<file path="src/rtl/div_pkg.sv">
// rtl/div_pkg.sv - shared types and helpers for the sequential signed divider
//
// Purpose: FSM state and rounding-mode enums, plus a conditional
//          two's-complement negate used both to take operand magnitudes
//          and to re-apply result signs.
// Ports:   none (package).
package div_pkg;

  typedef enum logic [1:0] {
    IDLE = 2'd0,
    ITER = 2'd1,
    FIX  = 2'd2,
    DONE = 2'd3
  } div_state_e;

  typedef enum logic {
    DIV_TRUNC = 1'b0,
    DIV_FLOOR = 1'b1
  } div_mode_e;

  // Working width for the helper; callers extend into it and cast the
  // result back down, so one function serves every operand width.
  localparam int MAG_W = 64;

  // Returns -v when neg is set, else v. With neg = sign bit of a
  // sign-extended value this yields the magnitude.
  function automatic logic [MAG_W-1:0] twos_mag(input logic [MAG_W-1:0] v,
                                                input logic             neg);
    return neg ? (~v + MAG_W'(1)) : v;
  endfunction

endpackage

</file>
<file path="src/rtl/div_step.sv">
// rtl/div_step.sv - one restoring subtract/select stage of the divider
//
// Purpose: subtracts the divisor magnitude from the shifted partial
//          remainder with a full-adder ripple chain (inverted divisor,
//          carry-in 1). Carry-out 1 means no borrow: qbit=1 and the
//          difference is kept; otherwise the input is restored.
// Ports:
//   rem_i   in  W  shifted partial remainder
//   div_i   in  W  divisor magnitude
//   rem_o   out W  next partial remainder
//   qbit_o  out 1  quotient bit for this step
module div_step #(
  parameter int W = 9
) (
  input  logic [W-1:0] rem_i,
  input  logic [W-1:0] div_i,
  output logic [W-1:0] rem_o,
  output logic         qbit_o
);

  logic [W:0]   carry;
  logic [W-1:0] diff;

  assign carry[0] = 1'b1;

  for (genvar i = 0; i < W; i++) begin : g_fa
    logic b_n;
    assign b_n        = ~div_i[i];
    assign diff[i]    = rem_i[i] ^ b_n ^ carry[i];
    assign carry[i+1] = (rem_i[i] & b_n) | (carry[i] & (rem_i[i] ^ b_n));
  end

  assign qbit_o = carry[W];
  assign rem_o  = qbit_o ? diff : rem_i;

endmodule

</file>
<file path="src/rtl/div_seq_sgn.sv">
// rtl/div_seq_sgn.sv - iterative radix-2 signed restoring divider
//
// Purpose: one quotient bit per clock, truncate or floor rounding chosen
//          per operation, valid/ready handshakes on input and output.
//          Optional divide-by-zero fast path: define DIV_SEQ_SGN_DIVZERO_EN.
// Ports:
//   clk_i    in   1       clock, rising edge
//   rst_i    in   1       synchronous reset, active-high
//   valid_i  in   1       operand valid
//   ready_o  out  1       divider idle, can accept operands
//   X        in   widthX  dividend (signed)
//   Y        in   widthY  divisor (signed)
//   mode_i   in   1       0 = truncate, 1 = floor; sampled at accept
//   valid_o  out  1       result valid
//   ready_i  in   1       consumer accepts result
//   Q        out  widthX  quotient (signed)
//   R        out  widthY  remainder (signed)
//   ovf_o    out  1       quotient overflow (most negative X / -1)
//   dz_o     out  1       divide by zero (0 unless DIV_SEQ_SGN_DIVZERO_EN)
module div_seq_sgn
  import div_pkg::*;
#(
  parameter int widthX = 16,
  parameter int widthY = 8
) (
  input  logic              clk_i,
  input  logic              rst_i,
  input  logic              valid_i,
  output logic              ready_o,
  input  logic [widthX-1:0] X,
  input  logic [widthY-1:0] Y,
  input  logic              mode_i,
  output logic              valid_o,
  input  logic              ready_i,
  output logic [widthX-1:0] Q,
  output logic [widthY-1:0] R,
  output logic              ovf_o,
  output logic              dz_o
);

  // One extra bit so |Y| of the most negative divisor fits.
  localparam int RW = widthY + 1;
  localparam int CW = (widthX > 1) ? $clog2(widthX) : 1;

  div_state_e        state_q, state_d;
  logic [widthX-1:0] absx_q, absx_d;   // |X| shifts out the top, |Q| shifts in the bottom
  logic [RW-1:0]     absy_q, absy_d;
  logic [RW-1:0]     rem_q, rem_d;
  logic              sgnx_q, sgnx_d;
  logic              sgny_q, sgny_d;
  div_mode_e         mode_q, mode_d;
  logic [CW-1:0]     cnt_q, cnt_d;
  logic [widthX-1:0] q_q, q_d;
  logic [widthY-1:0] r_q, r_d;
  logic              ovf_q, ovf_d;
  logic              valid_q, valid_d;
  logic              ready_q, ready_d;
`ifdef DIV_SEQ_SGN_DIVZERO_EN
  logic              dz_q, dz_d;
`endif

  logic              accept;
  logic [RW-1:0]     step_in;
  logic [RW-1:0]     step_rem;
  logic              step_qbit;
  logic              neg_q;
  logic [widthX-1:0] q_trunc;
  logic [widthY-1:0] r_trunc;
  logic [widthY-1:0] y_signed;

  assign accept = valid_i & ready_q;

  // The remainder stays below |Y|, so its top bit is always clear and
  // dropping it on the shift loses nothing.
  assign step_in = RW'({rem_q, absx_q[widthX-1]});

  div_step #(.W(RW)) u_step (
    .rem_i  (step_in),
    .div_i  (absy_q),
    .rem_o  (step_rem),
    .qbit_o (step_qbit)
  );

  assign neg_q    = sgnx_q ^ sgny_q;
  assign q_trunc  = widthX'(twos_mag(MAG_W'(absx_q), neg_q));
  assign r_trunc  = widthY'(twos_mag(MAG_W'(rem_q), sgnx_q));
  assign y_signed = widthY'(twos_mag(MAG_W'(absy_q), sgny_q));

  always_comb begin
    state_d = state_q;
    absx_d  = absx_q;
    absy_d  = absy_q;
    rem_d   = rem_q;
    sgnx_d  = sgnx_q;
    sgny_d  = sgny_q;
    mode_d  = mode_q;
    cnt_d   = cnt_q;
    q_d     = q_q;
    r_d     = r_q;
    ovf_d   = ovf_q;
`ifdef DIV_SEQ_SGN_DIVZERO_EN
    dz_d    = dz_q;
`endif

    case (state_q)
      IDLE: begin
        if (accept) begin
          absx_d  = widthX'(twos_mag(MAG_W'($signed(X)), X[widthX-1]));
          absy_d  = RW'(twos_mag(MAG_W'($signed(Y)), Y[widthY-1]));
          sgnx_d  = X[widthX-1];
          sgny_d  = Y[widthY-1];
          mode_d  = div_mode_e'(mode_i);
          rem_d   = '0;
          cnt_d   = CW'(widthX - 1);
          state_d = ITER;
`ifdef DIV_SEQ_SGN_DIVZERO_EN
          if (Y == '0) begin
            q_d     = '1;
            r_d     = X[widthY-1:0];
            ovf_d   = 1'b0;
            dz_d    = 1'b1;
            state_d = DONE;
          end
`endif
        end
      end
      ITER: begin
        rem_d  = step_rem;
        absx_d = {absx_q[widthX-2:0], step_qbit};
        cnt_d  = cnt_q - CW'(1);
        if (cnt_q == '0) state_d = FIX;
      end
      FIX: begin
        q_d   = q_trunc;
        r_d   = r_trunc;
        // Same signs with |Q| reaching 2^(widthX-1) only happens for
        // min / -1; a zero divisor is excluded so it never flags.
        ovf_d = ~neg_q & absx_q[widthX-1] & (absy_q != '0);
`ifdef DIV_SEQ_SGN_DIVZERO_EN
        dz_d  = 1'b0;
`endif
        if (mode_q == DIV_FLOOR && neg_q && r_trunc != '0) begin
          q_d = q_trunc - widthX'(1);
          r_d = r_trunc + y_signed;
        end
        state_d = DONE;
      end
      DONE: begin
        if (ready_i) state_d = IDLE;
      end
      default: state_d = IDLE;
    endcase

    ready_d = (state_d == IDLE);
    valid_d = (state_d == DONE);
  end

  always_ff @(posedge clk_i) begin
    if (rst_i) begin
      state_q <= IDLE;
      absx_q  <= '0;
      absy_q  <= '0;
      rem_q   <= '0;
      sgnx_q  <= 1'b0;
      sgny_q  <= 1'b0;
      mode_q  <= DIV_TRUNC;
      cnt_q   <= '0;
      q_q     <= '0;
      r_q     <= '0;
      ovf_q   <= 1'b0;
      valid_q <= 1'b0;
      ready_q <= 1'b1;
`ifdef DIV_SEQ_SGN_DIVZERO_EN
      dz_q    <= 1'b0;
`endif
    end else begin
      state_q <= state_d;
      absx_q  <= absx_d;
      absy_q  <= absy_d;
      rem_q   <= rem_d;
      sgnx_q  <= sgnx_d;
      sgny_q  <= sgny_d;
      mode_q  <= mode_d;
      cnt_q   <= cnt_d;
      q_q     <= q_d;
      r_q     <= r_d;
      ovf_q   <= ovf_d;
      valid_q <= valid_d;
      ready_q <= ready_d;
`ifdef DIV_SEQ_SGN_DIVZERO_EN
      dz_q    <= dz_d;
`endif
    end
  end

  assign ready_o = ready_q;
  assign valid_o = valid_q;
  assign Q       = q_q;
  assign R       = r_q;
  assign ovf_o   = ovf_q;
`ifdef DIV_SEQ_SGN_DIVZERO_EN
  assign dz_o    = dz_q;
`else
  assign dz_o    = 1'b0;
`endif

endmodule

</file>
<file path="config.mk">
export PLATFORM = sky130hd
export DESIGN_NAME = div_seq_sgn
export DESIGN_NICKNAME = d
export VERILOG_FILES = /design/src/rtl/div_pkg.sv /design/src/rtl/div_step.sv /design/src/rtl/div_seq_sgn.sv
export SDC_FILE = /design/constraint.sdc
export NUM_CORES = 1
export LEC_CHECK = 0
export ABC_AREA = 1
export BUFFER_PORTS_ARGS = -buffer_cell sky130_fd_sc_hd__buf_4
export CAP_MARGIN = 20
export CORE_MARGIN = 2
export CORE_UTILIZATION = 63
export DETAILED_ROUTE_END_ITERATION = 7
export PLACE_DENSITY = 0.91
export SLEW_MARGIN = 0
export SYNTH_ARGS = -nofsm -noshare
export SYNTH_HDL_FRONTEND = slang
export SYNTH_SLANG_ARGS = --single-unit
</file>
<file path="constraint.sdc">
create_clock -name clk_i -period 7.4 [get_ports clk_i]
set_clock_uncertainty 0.2 [all_clocks]
set_input_delay 1.11 -clock clk_i [delete_from_list [all_inputs] [get_ports clk_i]]
set_output_delay 1.11 -clock clk_i [all_outputs]
set_load 0.005 [all_outputs]
</file>
==> load_flow_metrics.sql <==
INSERT INTO impl_metrics (metric_group, metric, value, unit) VALUES
('global_routing', 'grt_overflow_total', '0', ''),
('clocking', 'clock-sinks', '69', ''),
('yosys', 'dominantRegCellSynth', 'dfxtp_1', ''),
('sta', 'hold-worst-slack', '0.268', 'ns'),
('clocking', 'clkLatencyLatePin', '0.36', 'ns'),
('yosys', 'yosys-top-cells-count', '214 x nand2_1, 110 x inv_1, 75 x nor2_1', ''),
('clocking', 'cts.path.max_buffers', '2', ''),
('min_path', 'hold_class', 'reg2reg', ''),
('yosys', 'synth-warning-count', '0', ''),
('routing', 'viasPerCell', '5.63', ''),
('global_routing', 'grt_pass1_vias', '4950', ''),
('sta', 'timing_hold_violations_final', '0', ''),
('sta', 'final_max_slew_violation_count', '0', ''),
('die', 'chipWidth', '92.3', 'um'),
('yosys', 'synth.avg_cell_area', '6.19', 'um2'),
('global_routing', 'global_route.usage.total', '31.6', '%'),
('critical_path', 'timing.reg2reg.setup_slack', '2.55', 'ns'),
('min_path', 'min-delay-start', 'R[4]', ''),
('sta', 'worst-slew-pin-transition', '0.659', 'ns'),
('clocking', 'count_of_hold_buffers_inserted_by_post_cts_repair', '0', ''),
('critical_path', 'start_kind', 'register', ''),
('critical_path', 'cp-end-kind', 'register', ''),
('sta', 'grt_setup_unrepaired', 'false', ''),
('clocking', 'total_cts_buffers', '9', ''),
('sta', 'clock.fmax', '206', 'MHz'),
('min_path', 'capture_endpoint_of_the_worst_hold_path', 'R[4]', ''),
('pwr', 'pwr_density_cell', '367', 'mW/mm2'),
('yosys', 'synth_top_area_share', '28.1', '%'),
('routing', 'detailedRoute.firstPassIterationCount', '5', ''),
('routing', 'detail_route.iter0.violations', '450', ''),
('die', 'fp.coreArea', '0.00765', 'mm2'),
('sta', 'post-route-min-period', '4.85', 'ns'),
('die', 'floorplan.initialDensity', '64.3', '%'),
('min_path', 'timing.hold.worst_path_depth', '2', ''),
('placed_design', 'gp_routability_congestion', '0.891', ''),
('sta', 'setup_ws', '2.55', 'ns'),
('layout', 'layout.nets', '888', ''),
('yosys', 'syn-instance-count', '795', ''),
('placed_design', 'port_buffers', '55', ''),
('sta', 'min_period_over_period', '65.6', '%'),
('clocking', 'cts_repair_resize_count', '0', ''),
('yosys', 'synth.area.top_cells', 'dfxtp_1 28%, nand2_1 16%, inv_1 8.4%, nand3_1 6.8%, nor2_1 5.7%', ''),
('routing', 'routed_wl', '12800', 'um'),
('yosys', 'yosys.area.top_type', 'dfxtp_1', ''),
('clocking', 'cts.reportedPaths.clkPinSlew', '0.08', 'ns'),
('critical_path', 'critPathMaxFanout', '8', ''),
('layout', 'proportion_of_layout_cells_with_a_drive_suffix_above_1', '11.7', '%'),
('routing', 'route.vias.total', '5306', ''),
('placed_design', 'placedCellCount', '927', ''),
('clocking', 'cts_tree', 'done', ''),
('layout', 'postLayoutCoreUtil', '73.4', '%'),
('global_routing', 'grt_first_pass_wirelength', '22200', 'um'),
('routing', 'detail_route.wl_per_cell', '13.6', 'um'),
('clocking', 'cts-htree-levels', '3', ''),
('layout', 'postLayoutCellArea', '0.00561', 'mm2'),
('pwr', 'worst_vdd_drop', '0.233', 'mV'),
('pwr', 'static-leakage-power', '2.66', 'nW'),
('sta', 'finalSetupTns', '0', 'ns'),
('pwr', 'total_power', '2.06', 'mW'),
('outcome', 'outcome', 'finished clean', ''),
('critical_path', 'regToRegStartpoint', 'absx_q[15]', ''),
('critical_path', 'arrival', '4.93', 'ns'),
('layout', 'count_of_placed_standard_cells_in_the_final_layout_fillers_left_out', '943', ''),
('sta', 'finalSetupViolCount', '0', ''),
('placed_design', 'pre_cts_setup_slack', '2.77', 'ns'),
('die', 'pin_count', '57', ''),
('yosys', 'synth_area', '0.00492', 'mm2'),
('yosys', 'syn_nets', '847', ''),
('placed_design', 'dp_hpwl', '9380', 'um'),
('routing', 'drcViolationCount', '0', ''),
('yosys', 'library_cells_used_by_synthesis', '40', '');
-- cell families after synthesis --
kind of cell	share of synthesized area, %
AO/OA/AOI/OAI	16.4
XOR/XNOR	2.14
adder cells (fa/ha/maj)	7.07
buffers and inverters	11.4
flip-flops	28.1
other	0.0763
AND/OR/NAND/NOR	34.8
-- how the worst max path moves through the flow --
stage | startpoint | end | slack [ns] | depth (start not counted)
after global routing | absx_q[15] | rem_q[6] | 2.41 | 15
after CTS | absx_q[15] | rem_q[6] | 2.62 | 15
final | absx_q[15] | rem_q[6] | 2.55 | 15
after detailed placement | absx_q[15] | rem_q[3] | 2.77 | 15
after global placement | absx_q[15] | rem_q[0] | 3.01 | 15
after floorplan | absx_q[15] | rem_q[0] | 3.18 | 15
-- area by class of cell --
type                            count  area [um2]
Clock buffer                       10         138
Tap cell                          102         128
Fill cell                         618        2040
Inverter                          115         432
Multi-Input combinational cell    583        2980
Sequential cell                    69        1380
Clock inverter                      6         116
Timing Repair Buffer               58         435
-- placed cells by master, fill, tap and decap left out, types with 5 or more instances in the layout --
cell type and count:
a21oi_1 45, a31oi_1 19, buf_4 58, clkbuf_8 10
dfxtp_1 69, fa_1 8, ha_1 15, inv_1 110
nand2_1 214, nand3_1 67, nand3b_1 5, nand4_1 8
nor2_1 74, nor2_2 7, nor3_1 12, o211ai_1 9
o21ai_0 52, o21ai_1 6, o22ai_1 5, xor2_1 9
-- power by group --
part | total, mW | internal (mW) | switching (mW)
sequential | 0.553 | 0.457 | 0.0960
clock | 0.393 | 0.237 | 0.156
combinational | 1.12 | 0.386 | 0.730
total | 2.06 | 1.08 | 0.982
-- state kept, by name, indices dropped and copies added, names as in the netlist --
register / cells
mode_q: 1
cnt_q: 4
Q: 16
R: 8
sgnx_q: 1
absx_q: 16
absy_q: 9
state_q: 2
rem_q: 8
valid_o: 1
ovf_o: 1
sgny_q: 1
ready_o: 1
-- worst max-delay path: stages (launching register included) --
cell and delay [ns]:
dfxtp_1 0.36, inv_1 0.11, ha_1 0.16, inv_1 0.05, fa_1 0.41, fa_1 0.41
fa_1 0.39, fa_1 0.40, fa_1 0.40, fa_1 0.39, fa_1 0.37, a21oi_1 0.23
inv_1 0.08, nor2_1 0.41, a22oi_1 0.18, a21oi_1 0.20
-- routing by layer --
layer  track usage (%)  part of all wire, %
met3              4.80                  8.2
met1              40.9                   43
met5                 0                    0
met2              53.5                   47
met4              11.4                  2.3
No activity file was read; power rests on OpenSTA's default activity.
